`config.mk`:
```
export PLATFORM = sky130hd
export DESIGN_NAME = cpc_bus_master
export DESIGN_NICKNAME = d
export VERILOG_FILES = /design/src/rtl/cpc_bus_master.sv
export SDC_FILE = /design/constraint.sdc
export NUM_CORES = 1
export LEC_CHECK = 0
export BUFFER_PORTS_ARGS = -buffer_cell sky130_fd_sc_hd__clkbuf_2
export CORE_AREA = 5 5 86 88
export CTS_CLUSTER_DIAMETER = 40
export CTS_CLUSTER_SIZE = 30
export DETAILED_ROUTE_END_ITERATION = 10
export DIE_AREA = 0 0 91 93
export GPL_TIMING_DRIVEN = 0
export HOLD_SLACK_MARGIN = 0.06
export PLACE_DENSITY = 0.68
export SYNTH_ARGS = -nofsm -noshare
export SYNTH_HDL_FRONTEND = slang
export SYNTH_SLANG_ARGS = --single-unit
export TNS_END_PERCENT = 20
```
`constraint.sdc`:
```
create_clock -name CLK -period 3.67 [get_ports CLK]
set_clock_uncertainty 0.05 [all_clocks]
set_input_delay 0.367 -clock CLK [delete_from_list [all_inputs] [get_ports CLK]]
set_output_delay 0.367 -clock CLK [all_outputs]
set_load 0.01 [all_outputs]
```
`src/rtl/cpc_bus_master.sv`:
```
// Z80-style bus initiator for the CPC expansion port: BUSRQ/BUSACK handshake, one memory/IO cycle.
// Define BUS_HOLD_EN to retain the bus for HOLD_CYCLES idle cycles after each transfer.
module cpc_bus_master #(
    parameter int unsigned REQ_TIMEOUT = 1023,
    parameter int unsigned HOLD_CYCLES = 4
) (
    input  logic        CLK,
    input  logic        RESET_B,
    input  logic        cmd_valid,
    output logic        cmd_ready,
    input  logic        cmd_write,
    input  logic        cmd_io,
    input  logic [15:0] cmd_addr,
    input  logic [7:0]  cmd_wdata,
    output logic        rsp_valid,
    output logic [7:0]  rsp_rdata,
    output logic        rsp_err,
    output logic        BUSRQ_B,
    input  logic        BUSACK_B,
    input  logic        READY,
    output logic [15:0] A_O,
    input  logic [7:0]  D_I,
    output logic [7:0]  D_O,
    output logic        D_OE,
    output logic        BUS_OE,
    output logic        MREQ_B,
    output logic        IOREQ_B,
    output logic        RD_B,
    output logic        WR_B
);

    // One counter serves both the grant timeout and the hold window.
    localparam int unsigned CntMax = (REQ_TIMEOUT > HOLD_CYCLES) ? REQ_TIMEOUT : HOLD_CYCLES;
    localparam int unsigned CntW   = (CntMax > 0) ? $clog2(CntMax + 1) : 1;
    localparam logic [CntW-1:0] TimeoutLast = CntW'(REQ_TIMEOUT - 1);

    localparam logic [2:0] StIdle = 3'd0;
    localparam logic [2:0] StReq  = 3'd1;
    localparam logic [2:0] StT1   = 3'd2;
    localparam logic [2:0] StT2   = 3'd3;
    localparam logic [2:0] StTw   = 3'd4;
    localparam logic [2:0] StT3   = 3'd5;
    localparam logic [2:0] StRel  = 3'd6;
    localparam logic [2:0] StHold = 3'd7;

    logic [2:0]      state_q, state_d;
    logic [CntW-1:0] cnt_q, cnt_d;
    logic [15:0]     addr_q, addr_d;
    logic [7:0]      wdata_q, wdata_d;
    logic [7:0]      rdata_q, rdata_d;
    logic            write_q, write_d;
    logic            io_q, io_d;
    logic            err_q, err_d;

    logic ready_state;
    logic accept;
    logic in_cycle;
    logic strobe_on;
    logic retain;

`ifdef BUS_HOLD_EN
    localparam logic [CntW-1:0] HoldLast = CntW'(HOLD_CYCLES - 1);
    assign ready_state = (state_q == StIdle) || (state_q == StHold);
    assign retain      = ((state_q == StRel) && !err_q) || (state_q == StHold);
`else
    assign ready_state = (state_q == StIdle);
    assign retain      = 1'b0;
`endif

    assign cmd_ready = RESET_B && ready_state;
    assign accept    = cmd_valid && cmd_ready;

    always_comb begin
        state_d = state_q;
        cnt_d   = cnt_q;
        addr_d  = addr_q;
        wdata_d = wdata_q;
        rdata_d = rdata_q;
        write_d = write_q;
        io_d    = io_q;
        err_d   = err_q;

        if (accept) begin
            addr_d  = cmd_addr;
            wdata_d = cmd_wdata;
            write_d = cmd_write;
            io_d    = cmd_io;
            err_d   = 1'b0;
            cnt_d   = '0;
        end

        unique case (state_q)
            StIdle: begin
                if (accept) state_d = StReq;
            end
            StReq: begin
                if (!BUSACK_B) begin
                    state_d = StT1;
                end else if (cnt_q == TimeoutLast) begin
                    state_d = StRel;
                    err_d   = 1'b1;
                end else begin
                    cnt_d = cnt_q + CntW'(1);
                end
            end
            StT1: state_d = StT2;
            StT2, StTw: state_d = READY ? StT3 : StTw;
            StT3: begin
                state_d = StRel;
                if (!write_q) rdata_d = D_I;
            end
            StRel: begin
`ifdef BUS_HOLD_EN
                state_d = err_q ? StIdle : StHold;
                cnt_d   = '0;
`else
                state_d = StIdle;
`endif
            end
            StHold: begin
`ifdef BUS_HOLD_EN
                if (accept) begin
                    state_d = StT1;
                end else if (cnt_q == HoldLast) begin
                    state_d = StIdle;
                end else begin
                    cnt_d = cnt_q + CntW'(1);
                end
`else
                state_d = StIdle;
`endif
            end
            default: state_d = StIdle;
        endcase
    end

    always_ff @(posedge CLK) begin
        if (!RESET_B) begin
            state_q <= StIdle;
            cnt_q   <= '0;
            addr_q  <= '0;
            wdata_q <= '0;
            rdata_q <= '0;
            write_q <= 1'b0;
            io_q    <= 1'b0;
            err_q   <= 1'b0;
        end else begin
            state_q <= state_d;
            cnt_q   <= cnt_d;
            addr_q  <= addr_d;
            wdata_q <= wdata_d;
            rdata_q <= rdata_d;
            write_q <= write_d;
            io_q    <= io_d;
            err_q   <= err_d;
        end
    end

    // Bus pins decode straight from registered state so reset clears them on its own edge.
    assign in_cycle  = (state_q == StT1) || (state_q == StT2) || (state_q == StTw) ||
                       (state_q == StT3);
    assign strobe_on = (state_q == StT2) || (state_q == StTw) || (state_q == StT3);

    assign BUS_OE  = in_cycle || retain;
    assign BUSRQ_B = !((state_q == StReq) || in_cycle || retain);
    assign D_OE    = in_cycle && write_q;
    assign A_O     = BUS_OE ? addr_q : 16'h0000;
    assign D_O     = D_OE ? wdata_q : 8'h00;
    assign MREQ_B  = !(strobe_on && !io_q);
    assign IOREQ_B = !(strobe_on && io_q);
    assign RD_B    = !(strobe_on && !write_q);
    assign WR_B    = !(strobe_on && write_q);

    assign rsp_valid = (state_q == StRel);
    assign rsp_err   = rsp_valid && err_q;
    assign rsp_rdata = rdata_q;

endmodule

```
==> results.cfg <==
[floorplanning]
initial_core_util_pct = 34.5
ioPinCount = 81
core_area_um2 = 6570
fp.dieArea_um2 = 8460
fp.dieW_um = 91
die_h_um = 93
rows = 30

[grt]
grt_first_pass_wirelength_um = 9100
grt_start_max_net_pins = 16
grt_pass1_vias = 2054
grt.overflow.total = 0
antenna_found_initial = 0
track_usage_pct = 12.7

[flow_run]
maxCapViolations = 0

[power_and_ir_drop]
pwr-share-clk_pct = 29.7
powerDensity_nw_per_um2 = 391
p_comb_share_pct = 18.8
leakage_nw = 1.42
p_switching_uw = 318
power_frac_seq_pct = 51.5
intPower_uw = 802
peakVddDrop_mv = 0.199
total_power_mw = 1.12
switching_share_pct = 28.4

[cts]
cts.sinks = 48
cts_tree = done
cts_hold_buf = 0
cts_setup_buffers = 0
cts_root_buf = clkbuf_8
clockBufferDepth = 2
cts_resized = 0
cts_made_buffers = 5
htree_levels = 2
clk_latency_ps = 300
clkTransAtPathRegs_ps = 90

[critical_path]
crit_type = reg -> out
worstPathRequired_ps = 3250
crit_family = buffers and inverters
slowest_stage = ha_1
end_kind = output port
worst_setup_path_start_kind = flop
crit_path_max_fanout = 10
r2r_cells = 5
critPathBufInv = 4
critPathArrivalTime_ps = 2120
crit_chain = buf_2, inv_1, ha_1, clkbuf_1, and2_1, clkbuf_2
cp.depth = 6
slowest_delay_ps = 440

[layout]
utilization_pct = 43.6
multi_input_area_um2 = 1190
nFillCells = 653
seq_area_um2 = 961
final_area_um2 = 2860
drive_gt1_share_pct = 30.2
final_nets = 405
diodes = 0
area_growth_pct = 26.3

[synthesis]
syn-instance-count = 276
avgSynthCellArea_um2 = 8.21
async_flop_share_pct = 0
ys_seq_area_share_pct = 42.4
syn_area_um2 = 2270
synth_nets = 318
synth-seq-cells = 48
synth_ff_type = dfxtp_1
synth-edff-count = 0
yosys.area.top_type = dfxtp_1
ys_top_cells_by_area = dfxtp_1 (42%), nand2_1 (9.9%), nand3_1 (6.6%), and2_1 (5.8%), mux2i_1 (3.5%)
ys_warn_count = 0
ys_types = 46
synth_top_area_share_pct = 42.4

[timing]
setup_viol = 0
rsz0062_at_grt = false
fin_tns_setup_ps = 0
slew_headroom_pct = 67.6
slew_violations = 0
worst_slew_pin_slew_ps = 487
period_minus_slack_ps = 2540
whs_ps = 197
finalHoldViolCount = 0
fmax_mhz = 393
period_share_pct = 69.2

[drt]
drc = 0
wl_um = 5380
drt-pass1-iter-count = 5
antenna_left = 0
vias = 2135
drt_iter0_drc = 107
post_drt_wl_per_cell_um = 12.1
viasPerCell = 4.81

[hold_path]
min_path_type = in -> reg
whs_path_depth = 3

[placement]
placed_area_um2 = 2770
numPortBuffers = 80
place_congestion = 0.828
post-dp-hpwl_um = 4110

[run_status]
outcome = completed
## kinds of logic after synthesis
group | after synthesis | synth area share [%]
buffers and inverters | 25 | 5.02
adders and majority gates | 3 | 1.66
DFF | 48 | 42.4
and+or+nand+nor | 166 | 37.4
AOI/OAI and AO/OA | 25 | 9.44
muxes | 9 | 4.03
## through the flow
step           instances  setup slack, ps
2_1_floorplan        276             1820
3_3_place_gp         436             1440
3_5_place_dp         436             1430
4_1_cts              444             1090
5_1_grt              444              951
6_report             444             1130
## cells in the mapped netlist, types with 2 or more instances
library cell	n
a211o_1	2
a21o_1	2
a21oi_1	6
a221o_1	4
a31oi_1	2
and2_1	21
and3_1	10
buf_1	2
buf_2	7
clkbuf_1	7
dfxtp_1	48
ha_1	3
inv_1	6
mux2i_1	8
nand2_1	60
nand2b_1	3
nand3_1	30
nand4_1	2
nor2_1	17
nor3_1	7
nor3b_1	2
or2_2	2
or4_1	2
## cell type report
class | instances | share of cell area, %
clock buffer | 6 | 2.88
buffer | 18 | 3.06
sequential | 48 | 33.6
inverter | 7 | 0.918
tap | 80 | 3.50
clock inverter | 2 | 0.481
timing repair buffer | 80 | 14.0
multi-input combinational | 203 | 41.6
## power by group through the flow
stage          Combinational [mW]  Sequential (mW)  Clock, mW
2_1_floorplan               0.141            0.585          0
3_3_place_gp                0.212            0.588          0
3_5_place_dp                0.213            0.589          0
4_1_cts                     0.214            0.577      0.347
5_1_grt                     0.238            0.583      0.361
6_report                    0.211            0.577      0.333
## layer usage
layer	wire length, um	vias up	GRT usage (%)
li1	-	1110	-
met1	2430	951	15.7
met2	2520	64	21.5
met3	343	10	3.70
met4	83	0	3.67
met5	0	-	0
## path summary, 6_finish.rpt
check                                  to               startpoint  slack, ps
hold reg to reg   addr_q[12]$_SDFFE_PN0P_  addr_q[12]$_SDFFE_PN0P_        400
setup reg to reg      cnt_q[7]$_SDFF_PN0_      cnt_q[1]$_SDFF_PN0_       1810
hold / removal    wdata_q[5]$_SDFFE_PN0P_             cmd_wdata[5]        200
setup / recovery                  A_O[11]  state_q[1]$_SDFFE_PN0P_       1130
## registers in the layout, indices dropped and copies added, names as in the netlist
name / flops
state_q: 3
addr_q: 16
wdata_q: 8
err_q: 1
write_q: 1
io_q: 1
cnt_q: 10
rsp_rdata: 8
## layout by cell type (no fill, tap or decap), drive strengths merged, types with 4 or more instances in the layout
| master | Yosys | layout |
|---|---|---|
| inv | 7 | 8 |
| nor2 | 17 | 17 |
| mux2i | 8 | 8 |
| dfxtp | 48 | 48 |
| buf | 11 | 11 |
| and3 | 12 | 12 |
| nand3 | 30 | 30 |
| nor3 | 7 | 7 |
| a21oi | 6 | 6 |
| nand2 | 60 | 60 |
| and2 | 21 | 21 |
| a221o | 4 | 4 |
| clkbuf | 7 | 93 |
## worst reg2reg max path: stages, from the launching register on
cell and delay, ps:
dfxtp_1 400, ha_1 160, nand4_1 240, o31ai_4 390
nor2_1 170, a221o_1 340
(Power assumes the default switching activity.)
